$ cat src/rtl/spi_cmos_lane_rx.sv
// Multi-lane SPI capture: sync, deserialise MSB first, FWFT FIFO with end-of-row tag.
// Optional drop/error counters when SPI_CMOS_RX_STATS_EN is defined.
module spi_cmos_lane_rx #(
    parameter int WORD_W  = 32,
    parameter int LANES   = 1,
    parameter int DEPTH   = 16,
    parameter int ROW_LEN = 304
) (
    input  logic                      sys_clk,
    input  logic                      sys_rst,
    input  logic                      sck_in,
    input  logic                      cs_n_in,
    input  logic [LANES-1:0]          miso,
    output logic [LANES*WORD_W-1:0]   m_data,
    output logic                      m_eol,
    output logic                      m_valid,
    input  logic                      m_ready,
    output logic [$clog2(DEPTH):0]    fifo_level,
    output logic                      overflow,
    output logic                      frame_err,
    input  logic                      clr_flags
`ifdef SPI_CMOS_RX_STATS_EN
    ,
    output logic [15:0]               drop_cnt,
    output logic [15:0]               err_cnt
`endif
);

    localparam int AW = $clog2(DEPTH);
    localparam int DW = LANES * WORD_W;
    localparam int BW = $clog2(WORD_W);
    localparam int RW = (ROW_LEN > 1) ? $clog2(ROW_LEN) : 1;

    typedef enum logic {
        IDLE,
        SHIFT
    } state_t;

    logic             sck_s1, sck_s2, sck_s3;
    logic             cs_s1, cs_s2;
    logic [LANES-1:0] miso_s1, miso_s2;
    logic             rise;

    always_ff @(posedge sys_clk) begin
        if (sys_rst) begin
            sck_s1  <= 1'b0;
            sck_s2  <= 1'b0;
            sck_s3  <= 1'b0;
            cs_s1   <= 1'b0;
            cs_s2   <= 1'b0;
            miso_s1 <= '0;
            miso_s2 <= '0;
        end else begin
            sck_s1  <= sck_in;
            sck_s2  <= sck_s1;
            sck_s3  <= sck_s2;
            cs_s1   <= cs_n_in;
            cs_s2   <= cs_s1;
            miso_s1 <= miso;
            miso_s2 <= miso_s1;
        end
    end

    assign rise = sck_s2 & ~sck_s3;

    state_t          state;
    logic            armed;
    logic [BW-1:0]   bit_cnt;
    logic [BW-1:0]   bit_nxt;
    logic [DW-1:0]   shreg;
    logic [DW-1:0]   sh_nxt;
    logic            word_done;
    logic            row_last;
    logic [RW-1:0]   row_cnt;
    logic            push_req;
    logic [DW-1:0]   push_word;
    logic            push_eol;

    always_comb begin
        sh_nxt = shreg;
        for (int i = 0; i < LANES; i++) begin
            sh_nxt[i*WORD_W +: WORD_W] =
                {shreg[i*WORD_W +: WORD_W-1], miso_s2[i]};
        end
    end

    assign word_done = rise && (bit_cnt == BW'(WORD_W - 1));
    assign bit_nxt   = word_done ? '0 : bit_cnt + BW'(1);
    assign row_last  = (row_cnt == RW'(ROW_LEN - 1));

    // armed blocks a cs_n that was already low when reset released
    always_ff @(posedge sys_clk) begin
        if (sys_rst) begin
            state     <= IDLE;
            armed     <= 1'b0;
            bit_cnt   <= '0;
            shreg     <= '0;
            row_cnt   <= '0;
            push_req  <= 1'b0;
            push_word <= '0;
            push_eol  <= 1'b0;
            frame_err <= 1'b0;
        end else begin
            push_req  <= 1'b0;
            frame_err <= 1'b0;
            if (cs_s2)
                armed <= 1'b1;
            unique case (state)
                IDLE: begin
                    if (!cs_s2 && armed) begin
                        state   <= SHIFT;
                        bit_cnt <= '0;
                    end
                end
                SHIFT: begin
                    if (rise) begin
                        shreg   <= sh_nxt;
                        bit_cnt <= bit_nxt;
                        if (word_done) begin
                            push_req  <= 1'b1;
                            push_word <= sh_nxt;
                            push_eol  <= row_last;
                            row_cnt   <= row_last ? '0 : row_cnt + RW'(1);
                        end
                    end
                    // shift first, then judge cs_n on the updated count
                    if (cs_s2) begin
                        state <= IDLE;
                        if ((rise ? bit_nxt : bit_cnt) != '0)
                            frame_err <= 1'b1;
                    end
                end
            endcase
        end
    end

    logic [DW:0]   mem [DEPTH];
    logic [AW-1:0] wr_ptr, rd_ptr;
    logic [AW:0]   level;
    logic          full, pop, acc, drop;
    logic [DW:0]   head;

    assign full    = (level == (AW+1)'(DEPTH));
    assign m_valid = (level != '0);
    assign pop     = m_valid & m_ready;
    assign acc     = push_req & (~full | pop);
    assign drop    = push_req & full & ~pop;

    always_ff @(posedge sys_clk) begin
        if (acc)
            mem[wr_ptr] <= {push_eol, push_word};
    end

    always_ff @(posedge sys_clk) begin
        if (sys_rst) begin
            wr_ptr   <= '0;
            rd_ptr   <= '0;
            level    <= '0;
            overflow <= 1'b0;
        end else begin
            if (acc)
                wr_ptr <= wr_ptr + AW'(1);
            if (pop)
                rd_ptr <= rd_ptr + AW'(1);
            if (acc && !pop)
                level <= level + (AW+1)'(1);
            else if (!acc && pop)
                level <= level - (AW+1)'(1);
            if (drop)
                overflow <= 1'b1;
            else if (clr_flags)
                overflow <= 1'b0;
        end
    end

    assign head       = mem[rd_ptr];
    assign m_data     = m_valid ? head[DW-1:0] : '0;
    assign m_eol      = m_valid & head[DW];
    assign fifo_level = level;

`ifdef SPI_CMOS_RX_STATS_EN
    always_ff @(posedge sys_clk) begin
        if (sys_rst) begin
            drop_cnt <= '0;
        end else if (clr_flags) begin
            drop_cnt <= drop ? 16'd1 : 16'd0;
        end else if (drop && drop_cnt != 16'hFFFF) begin
            drop_cnt <= drop_cnt + 16'd1;
        end
    end

    always_ff @(posedge sys_clk) begin
        if (sys_rst) begin
            err_cnt <= '0;
        end else if (clr_flags) begin
            err_cnt <= frame_err ? 16'd1 : 16'd0;
        end else if (frame_err && err_cnt != 16'hFFFF) begin
            err_cnt <= err_cnt + 16'd1;
        end
    end
`endif

endmodule

$ cat config.mk
export PLATFORM = sky130hd
export DESIGN_NAME = spi_cmos_lane_rx
export DESIGN_NICKNAME = d
export VERILOG_FILES = /design/src/rtl/spi_cmos_lane_rx.sv
export SDC_FILE = /design/constraint.sdc
export NUM_CORES = 1
export LEC_CHECK = 0
export ABC_AREA = 1
export BUFFER_PORTS_ARGS = -buffer_cell sky130_fd_sc_hd__buf_2
export CAP_MARGIN = 20
export CORE_MARGIN = 1.5
export CORE_UTILIZATION = 54
export DETAILED_ROUTE_END_ITERATION = 10
export PLACE_DENSITY = 0.73
export SYNTH_ARGS = -nofsm -noshare
export SYNTH_HDL_FRONTEND = slang
export SYNTH_SLANG_ARGS = --single-unit
$ cat constraint.sdc
create_clock -name sys_clk -period 2.6 [get_ports sys_clk]
set_input_delay 0.26 -clock sys_clk [delete_from_list [all_inputs] [get_ports sys_clk]]
set_output_delay 0.26 -clock sys_clk [all_outputs]
set_load 0.005 [all_outputs]
==> impl_metrics.csv <==
group,metric,value,unit
global_routing,grt_max_degree,87,
clock_network,cts_tree,"built",
worst_hold_path,holdCritPathClass,"in -> reg",
global_routing,grt_use_met3,4.71,%
power,combPwrFrac,27.7,%
synthesis,synth_top_area_share,62.5,%
global_routing,grt_pass1_vias,16900,
setup_path,rrSetupSlack,290,ps
floorplan,row_count,79,
setup_path,worstPathRequired,2340,ps
timing,finalCritPeriodShare,97.8,%
power,p_leak,10.5,nW
power,intPower,0.0185,W
cells_and_area,drive_gt1_share,11.6,%
power,power_switching,0.00863,W
floorplan,die_w,220,um
synthesis,synth_seq_cells,635,
cells_and_area,final_area,0.0292,sq mm
timing,clock_skew,29.6,ps
power,pwr-share-seq,40.7,%
run,max-cap-violations,0,
timing,tightestPinTransition,758,ps
timing,layout_min_cycle_time,2540,ps
placement,place_hpwl,33200,um
global_routing,use_met2,42.8,%
synthesis,synthTopCellsByArea,"edfxtp_1 63%, nand2_1 11%, nand3_1 8.8%, dfxtp_1 8.4%, a21oi_1 1.8%",
timing,setup_ws,58.3,ps
synthesis,yosysMostFrequentCell,"nand2_1",
floorplan,io_pins,48,
global_routing,grt_overflow_total,0,
placement,gp_congestion,0.811,
route,num_vias,17400,
setup_path,arrival,2280,ps
global_routing,grt-busiest-layer,"met2",
floorplan,core,0.0465,sq mm
route,drtIter0Drc,1971,
clock_network,cts_buffer_depth,3,
synthesis,synth_cell_types,30,
global_routing,gr-usage-met1,34.3,%
status,outcome,"complete, no violations",
cells_and_area,utilization,62.9,%
route,routed_wirelength,62500,um
floorplan,die_h,220,um
timing,rsz0062_at_grt,"yes",
floorplan,initial_core_util,54.6,%
placement,post_dp_cell_area,0.0265,sq mm
placement,port_buffers,47,
setup_path,path_max_fanout,33,
synthesis,synth-warning-count,0,
power,peakVddDrop,0.760,mV
global_routing,groute.usage.overall,25.9,%
setup_path,worstSetupStartpointType,"flop",
power,clockPowerShare,31.6,%
synthesis,synth_top_cell_by_area,"edfxtp_1",
route,vias_per_cell,5.80,
clock_network,numCtsBuffers,60,
global_routing,antenna_found_initial,0,
timing,slew_headroom,49.4,%
timing,hold_violations,0,
route,drt_first_pass_iters,5,
setup_path,endpoint_kind,"output pin",
route,routedWlPerCell,20.8,um
clock_network,clk_latency,640,ps
timing,finalSetupViolCount,0,
synthesis,synthArstFlopShare,0,%
placement,place_ws,297,ps
synthesis,syn_inst,2276,
power,switching_share,31.8,%
clock_network,clockRootBuffer,"clkbuf_16",
clock_network,clk_pin_slew,60,ps
route,drc,0,
clock_network,h-tree-depth,2,
cells_and_area,nets,2358,
floorplan,die-area,0.0483,sq mm
synthesis,ys_seq_area_share,71.0,%
synthesis,synth_commonest_cells,"730 x nand2_1, 528 x edfxtp_1, 444 x nand3_1, 107 x dfxtp_1, 93 x a21oi_1",
clock_network,cts.sinks,635,
synthesis,synth-edff-count,528,
cells_and_area,area_growth_syn_to_layout,15.2,%
cells_and_area,antenna_cells,0,
timing,slew_viol_final,0,
route,antenna_left,0,
synthesis,synth_area,0.0254,sq mm
global_routing,grt_pass1_wl,94600,um
timing,max_clock_freq,393,MHz
timing,worst_hold_slack,48.4,ps
power,pwr_density_cell,928,mW/mm^2
synthesis,yosys_most_used_dff,"edfxtp_1",
synthesis,avgSynthCellArea,11.1,sq um
synthesis,syn-num-nets,2296,
setup_path,worstSetupPathType,"reg -> out",
critical path: stages (launching register included):
cell and delay [ps]:
dfxtp_4 370, buf_12 150, buf_16 210, buf_16 200
nand2_1 60, nand3_1 70, nand3_1 90, nand2_1 110
nand2_1 80, a21oi_2 140, buf_2 140
cells in the final DEF (no fill, tap or decap), types with 4 or more instances in the layout:
master         instances
nor2_4                17
a21oi_2               18
bufinv_16              5
o21ai_1               19
buf_12                20
clkinv_2              15
inv_1                 79
a21oi_1               72
ha_1                  12
nand2_2                8
nand2_1              723
nand3_1              441
o21ai_0               57
edfxtp_1             528
nand4_1                5
clkinv_1              19
buf_2                 46
buf_4                 40
nor2_1                26
clkbuf_1               8
dfxtp_1              103
clkbuf_16             67
dlygate4sd3_1          4
buf_16                15
xor2_1                 7
through the flow:
step / cells / TNS, ps / total power (W)
finish: 2997 / 0 / 0.0271
global route: 2997 / -248 / 0.0283
CTS: 2986 / -559 / 0.0267
detailed placement: 2856 / 0 / 0.0175
global placement: 2856 / 0 / 0.0173
floorplan: 2276 / -98110 / 0.0156
routing by layer:
layer	wire length (um)	part of all wire, %	vias up
met1	24700	40	8398
met4	1850	3.0	0
met3	5460	8.7	130
met5	0	0	-
met2	30400	49	849
li1	-	-	8016
flip-flops by register name, indices dropped and copies added, names as in the netlist, named ones only:
register	cells
push_word	32
sck_s3	1
overflow	1
mem	528
fifo_level	5
row_cnt	9
push_eol	1
push_req	1
sck_s1	1
cs_s1	1
armed	1
miso_s1	1
state	1
rd_ptr	4
sck_s2	1
wr_ptr	4
bit_cnt	5
frame_err	1
shreg	31
miso_s2	1
cs_s2	1
final timing paths:
| kind | start | cells past startpoint | end |
|---|---|---|---|
| worst min register to register | cs_s1$_SDFF_PP0_ | 2 | cs_s2$_SDFF_PP0_ |
| worst max register to register | fifo_level[3]$_SDFFE_PP0P_ | 13 | fifo_level[3]$_SDFFE_PP0P_ |
| worst max-delay path | flop | 10 | m_data[12] |
| worst min-delay path | m_ready | 6 | overflow$_SDFFE_PP0P_ |
power groups by stage:
stage                     Sequential [W]  Combinational [W]  Clock, W
final                             0.0110            0.00751   0.00857
after global routing              0.0110            0.00822   0.00904
after CTS                         0.0111            0.00701   0.00863
after detailed placement          0.0113            0.00616         0
after global placement            0.0113            0.00600         0
after floorplan                   0.0112            0.00436         0
cell type report:
type	count	area, sq um
inverters	84	345
well taps	607	759
fillers	3458	17200
repair inverters	1	30.0
clock buffers	70	1580
clock inverters	44	345
multi-input cells	1422	6580
repair buffers	134	1580
flip-flops and latches	635	18000
timing repair:
item,4_1_cts,5_1_grt
pin swaps,5,9
buffers inserted,4,5
endpoints found under the setup margin,26,33
hold endpoints to repair,4,0
gates resized for setup,42,24
hold buffers,4,0
cloned,8,6
kinds of logic after synthesis:
kind of cell	synth area share, %
XOR/XNOR	0.345
AO/OA/AOI/OAI	3.43
flip-flops	71.0
adder cells (fa/ha/maj)	0.671
buffers and inverters	4.08
AND/OR/NAND/NOR	20.5
No activity file was read; power rests on OpenSTA's default activity.
